$ cat src/rtl/register_operand_fetch.sv
// Register operand fetch stage: decodes the register slots an instruction
// uses, then streams the reads over READ_PORTS register-file ports.
module register_operand_fetch #(
  parameter int unsigned DATA_W     = 32,
  parameter int unsigned READ_PORTS = 2
) (
  input  logic                         clk,
  input  logic                         rst_n,
  input  logic                         instr_valid,
  input  logic [27:0]                  instr,
  output logic                         instr_ready,
  input  logic                         flush,
  output logic [READ_PORTS-1:0]        rf_ren,
  output logic [4*READ_PORTS-1:0]      rf_raddr,
  input  logic [DATA_W*READ_PORTS-1:0] rf_rdata,
  output logic                         op_valid,
  input  logic                         op_ready,
  output logic [DATA_W-1:0]            op_rn,
  output logic [DATA_W-1:0]            op_rm,
  output logic [DATA_W-1:0]            op_rs,
  output logic [DATA_W-1:0]            op_rd,
  output logic [3:0]                   op_mask
);

  typedef enum logic [1:0] {IDLE, FETCH, DONE} state_e;

  state_e                   state_q, state_d;
  logic [3:0][3:0]          idx_q, idx_d;
  logic [3:0]               mask_q, mask_d;
  logic [3:0]               pend_q, pend_d;
  logic [3:0][DATA_W-1:0]   op_q, op_d;

  logic [3:0][3:0]          dec_idx;
  logic [3:0]               dec_mask;
  logic [3:0]               grant;
  logic [3:0][1:0]          slot_port;

  // Slot order everywhere: 0=rn, 1=rm, 2=rs, 3=rd. First matching class wins.
  always_comb begin
    dec_idx  = '0;
    dec_mask = '0;
    if (instr[27:22] == 6'b000000 && instr[7:4] == 4'b1001) begin
      dec_idx[1] = instr[3:0];   dec_mask[1] = 1'b1;
      dec_idx[2] = instr[11:8];  dec_mask[2] = 1'b1;
      if (instr[21]) begin
        dec_idx[0] = instr[15:12]; dec_mask[0] = 1'b1;
      end
    end else if (instr[27:23] == 5'b00001 && instr[7:4] == 4'b1001) begin
      dec_idx[1] = instr[3:0];   dec_mask[1] = 1'b1;
      dec_idx[2] = instr[11:8];  dec_mask[2] = 1'b1;
    end else if (instr[27:23] == 5'b00010 && instr[21:20] == 2'b00 && instr[11:4] == 8'h09) begin
      dec_idx[0] = instr[19:16]; dec_mask[0] = 1'b1;
      dec_idx[1] = instr[3:0];   dec_mask[1] = 1'b1;
    end else if (instr[27:4] == 24'h12FFF1) begin
      dec_idx[0] = instr[3:0];   dec_mask[0] = 1'b1;
    end else if (instr[27:25] == 3'b000 && instr[7] && instr[4]) begin
      dec_idx[0] = instr[19:16]; dec_mask[0] = 1'b1;
      dec_idx[1] = instr[3:0];   dec_mask[1] = !instr[22];
      dec_idx[3] = instr[15:12]; dec_mask[3] = !instr[20];
    end else if (instr[27:26] == 2'b00) begin
      dec_idx[0] = instr[19:16];
      dec_mask[0] = !(instr[24:21] == 4'b1101 || instr[24:21] == 4'b1111);
      dec_idx[1] = instr[3:0];   dec_mask[1] = !instr[25];
      dec_idx[2] = instr[11:8];  dec_mask[2] = !instr[25] && instr[4];
    end else if (instr[27:26] == 2'b01 && (!instr[25] || !instr[4])) begin
      dec_idx[0] = instr[19:16]; dec_mask[0] = 1'b1;
      dec_idx[1] = instr[3:0];   dec_mask[1] = instr[25];
      dec_idx[3] = instr[15:12]; dec_mask[3] = !instr[20];
    end else if (instr[27:25] == 3'b100) begin
      dec_idx[0] = instr[19:16]; dec_mask[0] = 1'b1;
    end
    // Unused slot indices stay zero so they never leak onto rf_raddr.
    for (int unsigned s = 0; s < 4; s++) begin
      if (!dec_mask[s]) dec_idx[s] = '0;
    end
  end

  // Pack pending slots onto the lowest-numbered ports in rn, rm, rs, rd order.
  always_comb begin
    int unsigned used;
    used      = 0;
    rf_ren    = '0;
    rf_raddr  = '0;
    grant     = '0;
    slot_port = '0;
    if (state_q == FETCH) begin
      for (int unsigned s = 0; s < 4; s++) begin
        if (pend_q[s] && used < READ_PORTS) begin
          rf_ren[used]          = 1'b1;
          rf_raddr[4*used +: 4] = idx_q[s];
          slot_port[s]          = 2'(used);
          grant[s]              = 1'b1;
          used                  = used + 1;
        end
      end
    end
  end

  always_comb begin
    int unsigned base;
    state_d = state_q;
    idx_d   = idx_q;
    mask_d  = mask_q;
    pend_d  = pend_q;
    op_d    = op_q;
    base    = 0;
    if (flush) begin
      state_d = IDLE;
      pend_d  = '0;
    end else begin
      unique case (state_q)
        IDLE: if (instr_valid) begin
          idx_d   = dec_idx;
          mask_d  = dec_mask;
          pend_d  = dec_mask;
          op_d    = '0;
          state_d = (dec_mask != '0) ? FETCH : DONE;
        end
        FETCH: begin
          for (int unsigned s = 0; s < 4; s++) begin
            if (grant[s]) begin
              base    = DATA_W * 32'(slot_port[s]);
              op_d[s] = rf_rdata[base +: DATA_W];
            end
          end
          pend_d = pend_q & ~grant;
          if ((pend_q & ~grant) == '0) state_d = DONE;
        end
        DONE: if (op_ready) state_d = IDLE;
        default: state_d = IDLE;
      endcase
    end
  end

  always_ff @(posedge clk or negedge rst_n) begin
    if (!rst_n) begin
      state_q <= IDLE;
      idx_q   <= '0;
      mask_q  <= '0;
      pend_q  <= '0;
      op_q    <= '0;
    end else begin
      state_q <= state_d;
      idx_q   <= idx_d;
      mask_q  <= mask_d;
      pend_q  <= pend_d;
      op_q    <= op_d;
    end
  end

  assign instr_ready = (state_q == IDLE);
  assign op_valid    = (state_q == DONE);
  assign op_rn       = op_q[0];
  assign op_rm       = op_q[1];
  assign op_rs       = op_q[2];
  assign op_rd       = op_q[3];
  assign op_mask     = mask_q;

endmodule

$ cat config.mk
export PLATFORM = sky130hd
export DESIGN_NAME = register_operand_fetch
export DESIGN_NICKNAME = d
export VERILOG_FILES = /design/src/rtl/register_operand_fetch.sv
export SDC_FILE = /design/constraint.sdc
export NUM_CORES = 1
export LEC_CHECK = 0
export CORE_ASPECT_RATIO = 2
export CORE_MARGIN = 2
export CORE_UTILIZATION = 45
export CTS_CLUSTER_SIZE = 8
export DETAILED_ROUTE_END_ITERATION = 6
export PLACE_DENSITY = 0.88
export RECOVER_POWER = 100
export SLEW_MARGIN = 20
export SYNTH_ARGS = -nofsm -noshare
export SYNTH_HDL_FRONTEND = slang
export SYNTH_SLANG_ARGS = --single-unit
$ cat constraint.sdc
create_clock -name clk -period 5.5 [get_ports clk]
set_input_delay 1.1 -clock clk [delete_from_list [all_inputs] [get_ports clk]]
set_output_delay 1.1 -clock clk [all_outputs]
set_load 0.02 [all_outputs]
==> results.yml <==
clock_tree:
  numClockSinks: 154
  cts_tree: "built"
  clockRootBuffer: "clkbuf_16"
  clk_latency_ns: 0.42
  cts_buffers: 17
  h-tree-depth: 4
  cts_buffer_depth: 2
  postCtsResizedCells: 0
  cts_setup_buffers: 0
  cts_hold_buf: 0
  clk_pin_slew_ns: 0.06
critical_path:
  r2r_slack_ns: 0.67
  path_buf_inv: 3
  cp_top_family: "adder cells"
  cp.depth: 11
  crit_type: "register to output port"
  required_ns: 4.40
  start_kind: "register"
  r2r-end: "op_rd[6]"
  endpoint_kind: "output port"
  cp.arrival_ns: 4.06
  cp_cell_sequence: "ha_2 -> nor2b_2 -> inv_1 -> fa_1 -> ha_1 -> inv_1 -> ha_1 -> nand2_1 -> or4_1 -> a211oi_1 -> dlygate4sd3_1"
  r2r_start: "state_q[1]"
  ff2ff_path_depth: 6
  slowest_stage: "dlygate4sd3_1"
  cp_slowest_stage_delay_ns: 0.72
  crit_fanout: 10
cells_and_area:
  antennaDiodeCount: 0
  drive_gt1_share_pct: 5.030
  utilization_pct: 64.14
  nets: 1105
  layoutNonFillerInstCount: 1221
  syn2layout_area_growth_pct: 39.92
drt:
  drc_errors: 0
  viasPerCell: 5.781
  drtIter0Drc: 394
  routed_wirelength_microns: 24850
  wl_per_cell_microns: 20.35
  dr.pass1.iters: 7
  vias: 7058
  ant_nets: 0
yosys:
  yosysSeqAreaShare_pct: 50.14
  synth-main-ff-cell: "dfrtp_1"
  syn_area_per_cell_sq_um: 9.729
  async_flop_share_pct: 100.0
  syn_nets: 894
  yosysUniqueCellTypes: 50
  ys_seq_elements: 154
  syn_inst: 790
  yosys_warnings: 0
  netlist_area_sq_um: 7686
  synth-edff-count: 0
outcome:
  status: "finished, violations left"
  violations: "capacitance limit, slew limit"
timing:
  finalHoldViolations: 0
  setup-tns-final_ns: 0
  finalSetupViolCount: 0
  slew_headroom_pct: -67.19
  min_period_ns: 5.160
  worst_pin_slew_ns: 2.482
  max_freq_mhz: 193.8
  rsz0062_at_grt: "false"
  slew_viol_final: 232
  period_share_pct: 93.82
  skew_ns: 0.008142
floorplan:
  start_util_pct: 45.84
  fp.dieH_microns: 188.8
  die_area_sq_um: 18200
  row_count: 67
  io_pins: 241
  coreArea_sq_um: 16770
  die_width_microns: 96.41
global_routing:
  grt_first_pass_wirelength_microns: 38150
  antenna_found_initial: 0
  grt_max_degree: 66
  overflow: 0
  grt_use_total_pct: 27.86
  grt_pass1_vias: 7057
placed_design:
  gp_congestion: 0.9072
  dpl.cell_count: 1189
  portBuffers: 240
  hpwl_microns: 17710
hold_path:
  hp-start: "op_rn[27]"
  whs_endpoint: "op_rn[27]"
  hold_depth: 2
  hold_class: "register to register"
power_and_ir_drop:
  ir_drop_uv: 195.0
  power.density_nw_per_um2: 274.5
  cellLeakagePower_nw: 4.919
job:
  drv_cap: 6
-- through the flow --
stage | hold slack [ns] | worst slack, ns | instance area (sq um) | power, mW
2_1_floorplan | 0.4488 | 0.9883 | 7686 | 1.538
5_1_grt | 0.4899 | 0.06277 | 10750 | 3.066
3_3_place_gp | 0.4500 | 0.8815 | 10250 | 1.857
6_report | 0.4598 | 0.3397 | 10750 | 2.953
4_1_cts | 0.4696 | 0.2899 | 10820 | 3.004
3_5_place_dp | 0.4552 | 0.7653 | 10250 | 1.868
-- layer usage --
metal / share of wire [%] / track usage, % / vias to the layer above
met1: 36 / 30.48 / 3430
met5: 0 / 0 / -
met2: 53 / 48.69 / 301
met3: 4.9 / 4.718 / 84
li1: - / - / 3243
met4: 6.6 / 16.63 / 0
-- registers in the layout, summed over array words and instances, names as in the netlist --
signal and count:
op_rd 32, state_q 2, op_mask 4, op_rs 32, pend_q 4, op_rn 32, idx_q 16, op_rm 32
-- placed cells by master (no fill, tap or decap), drive strengths merged, types with 4 or more instances in the layout --
cell type,instances
nand2b,5
and3,4
a22oi,6
buf,7
clkbuf,27
ha,6
a211oi,10
mux2i,100
a31oi,5
nor2b,5
o21ai,38
a21o,9
a21oi,10
dfrtp,154
nor2,28
inv,11
clkinv,7
a22o,11
nor3,5
nand3,40
nand4,4
o31ai,68
or4,4
nand2,179
clkdlybuf4s50,94
dlygate4sd3,145
-- report_power, final --
group | total, mW | switching, mW | internal [mW]
registers | 1.26 | 0.0484 | 1.21
clock network | 1.14 | 0.489 | 0.649
logic | 0.557 | 0.334 | 0.223
-- logic make-up (layout without fill, tap and decap cells) --
kind of cell	after synthesis	count (layout)	synth area share (%)
AO/OA/AOI/OAI	170	170	15.43
AND/OR/NAND/NOR	286	286	16.23
other	1	1	0.04879
XOR/XNOR	1	1	0.1140
buffers and inverters	71	295	3.777
adder cells (fa/ha/maj)	7	7	1.237
flip-flops	154	154	50.14
multiplexers	100	100	13.02
-- tightest hold or removal path, delay by kind of cell (launching register included) --
kind / cells / cell delay (ns)
simple gates: 2 / 0.10
flops: 1 / 0.34
-- layout make-up --
class	count	area [sq um]
Fill cell	1341	6012
Sequential cell	154	3854
Multi-Input combinational cell	565	3555
Timing Repair Buffer	254	2480
Clock buffer	19	452.9
Tap cell	207	259.0
Clock inverter	13	120.1
Inverter	9	33.78
-- synthesized netlist by cell type, types with 4 or more instances --
cell      instances  area share (%)
o21ai_1          35             2.3
buf_1             4            0.20
a21o_1            9            0.88
nor2b_1           5            0.41
a211oi_1         10            0.98
buf_2             4            0.26
a22oi_1           6            0.59
a22o_1           11             1.3
nor2_1           27             1.3
inv_1             9            0.44
a31oi_1           5            0.41
dfrtp_1         154              50
o31ai_1          68             6.6
nand2_1         179             8.7
clkbuf_1         51             2.5
and3_1            4            0.33
mux2i_1         100              13
a21oi_1          10            0.65
nor3_1            5            0.33
nand4_1           4            0.33
nand3_1          40             2.6
nand2b_1          5            0.41
ha_1              6            0.98
-- how the worst max path moves through the flow --
| stage | start | endpoint |
|---|---|---|
| final | pend_q[0] | rf_raddr[5] |
| after global routing | pend_q[0] | rf_raddr[1] |
| after CTS | pend_q[0] | rf_raddr[5] |
| after detailed placement | pend_q[0] | rf_raddr[5] |
| after global placement | pend_q[0] | rf_raddr[5] |
| after floorplan | pend_q[1] | rf_raddr[2] |
Note: power is estimated with default switching activity, not from simulation.
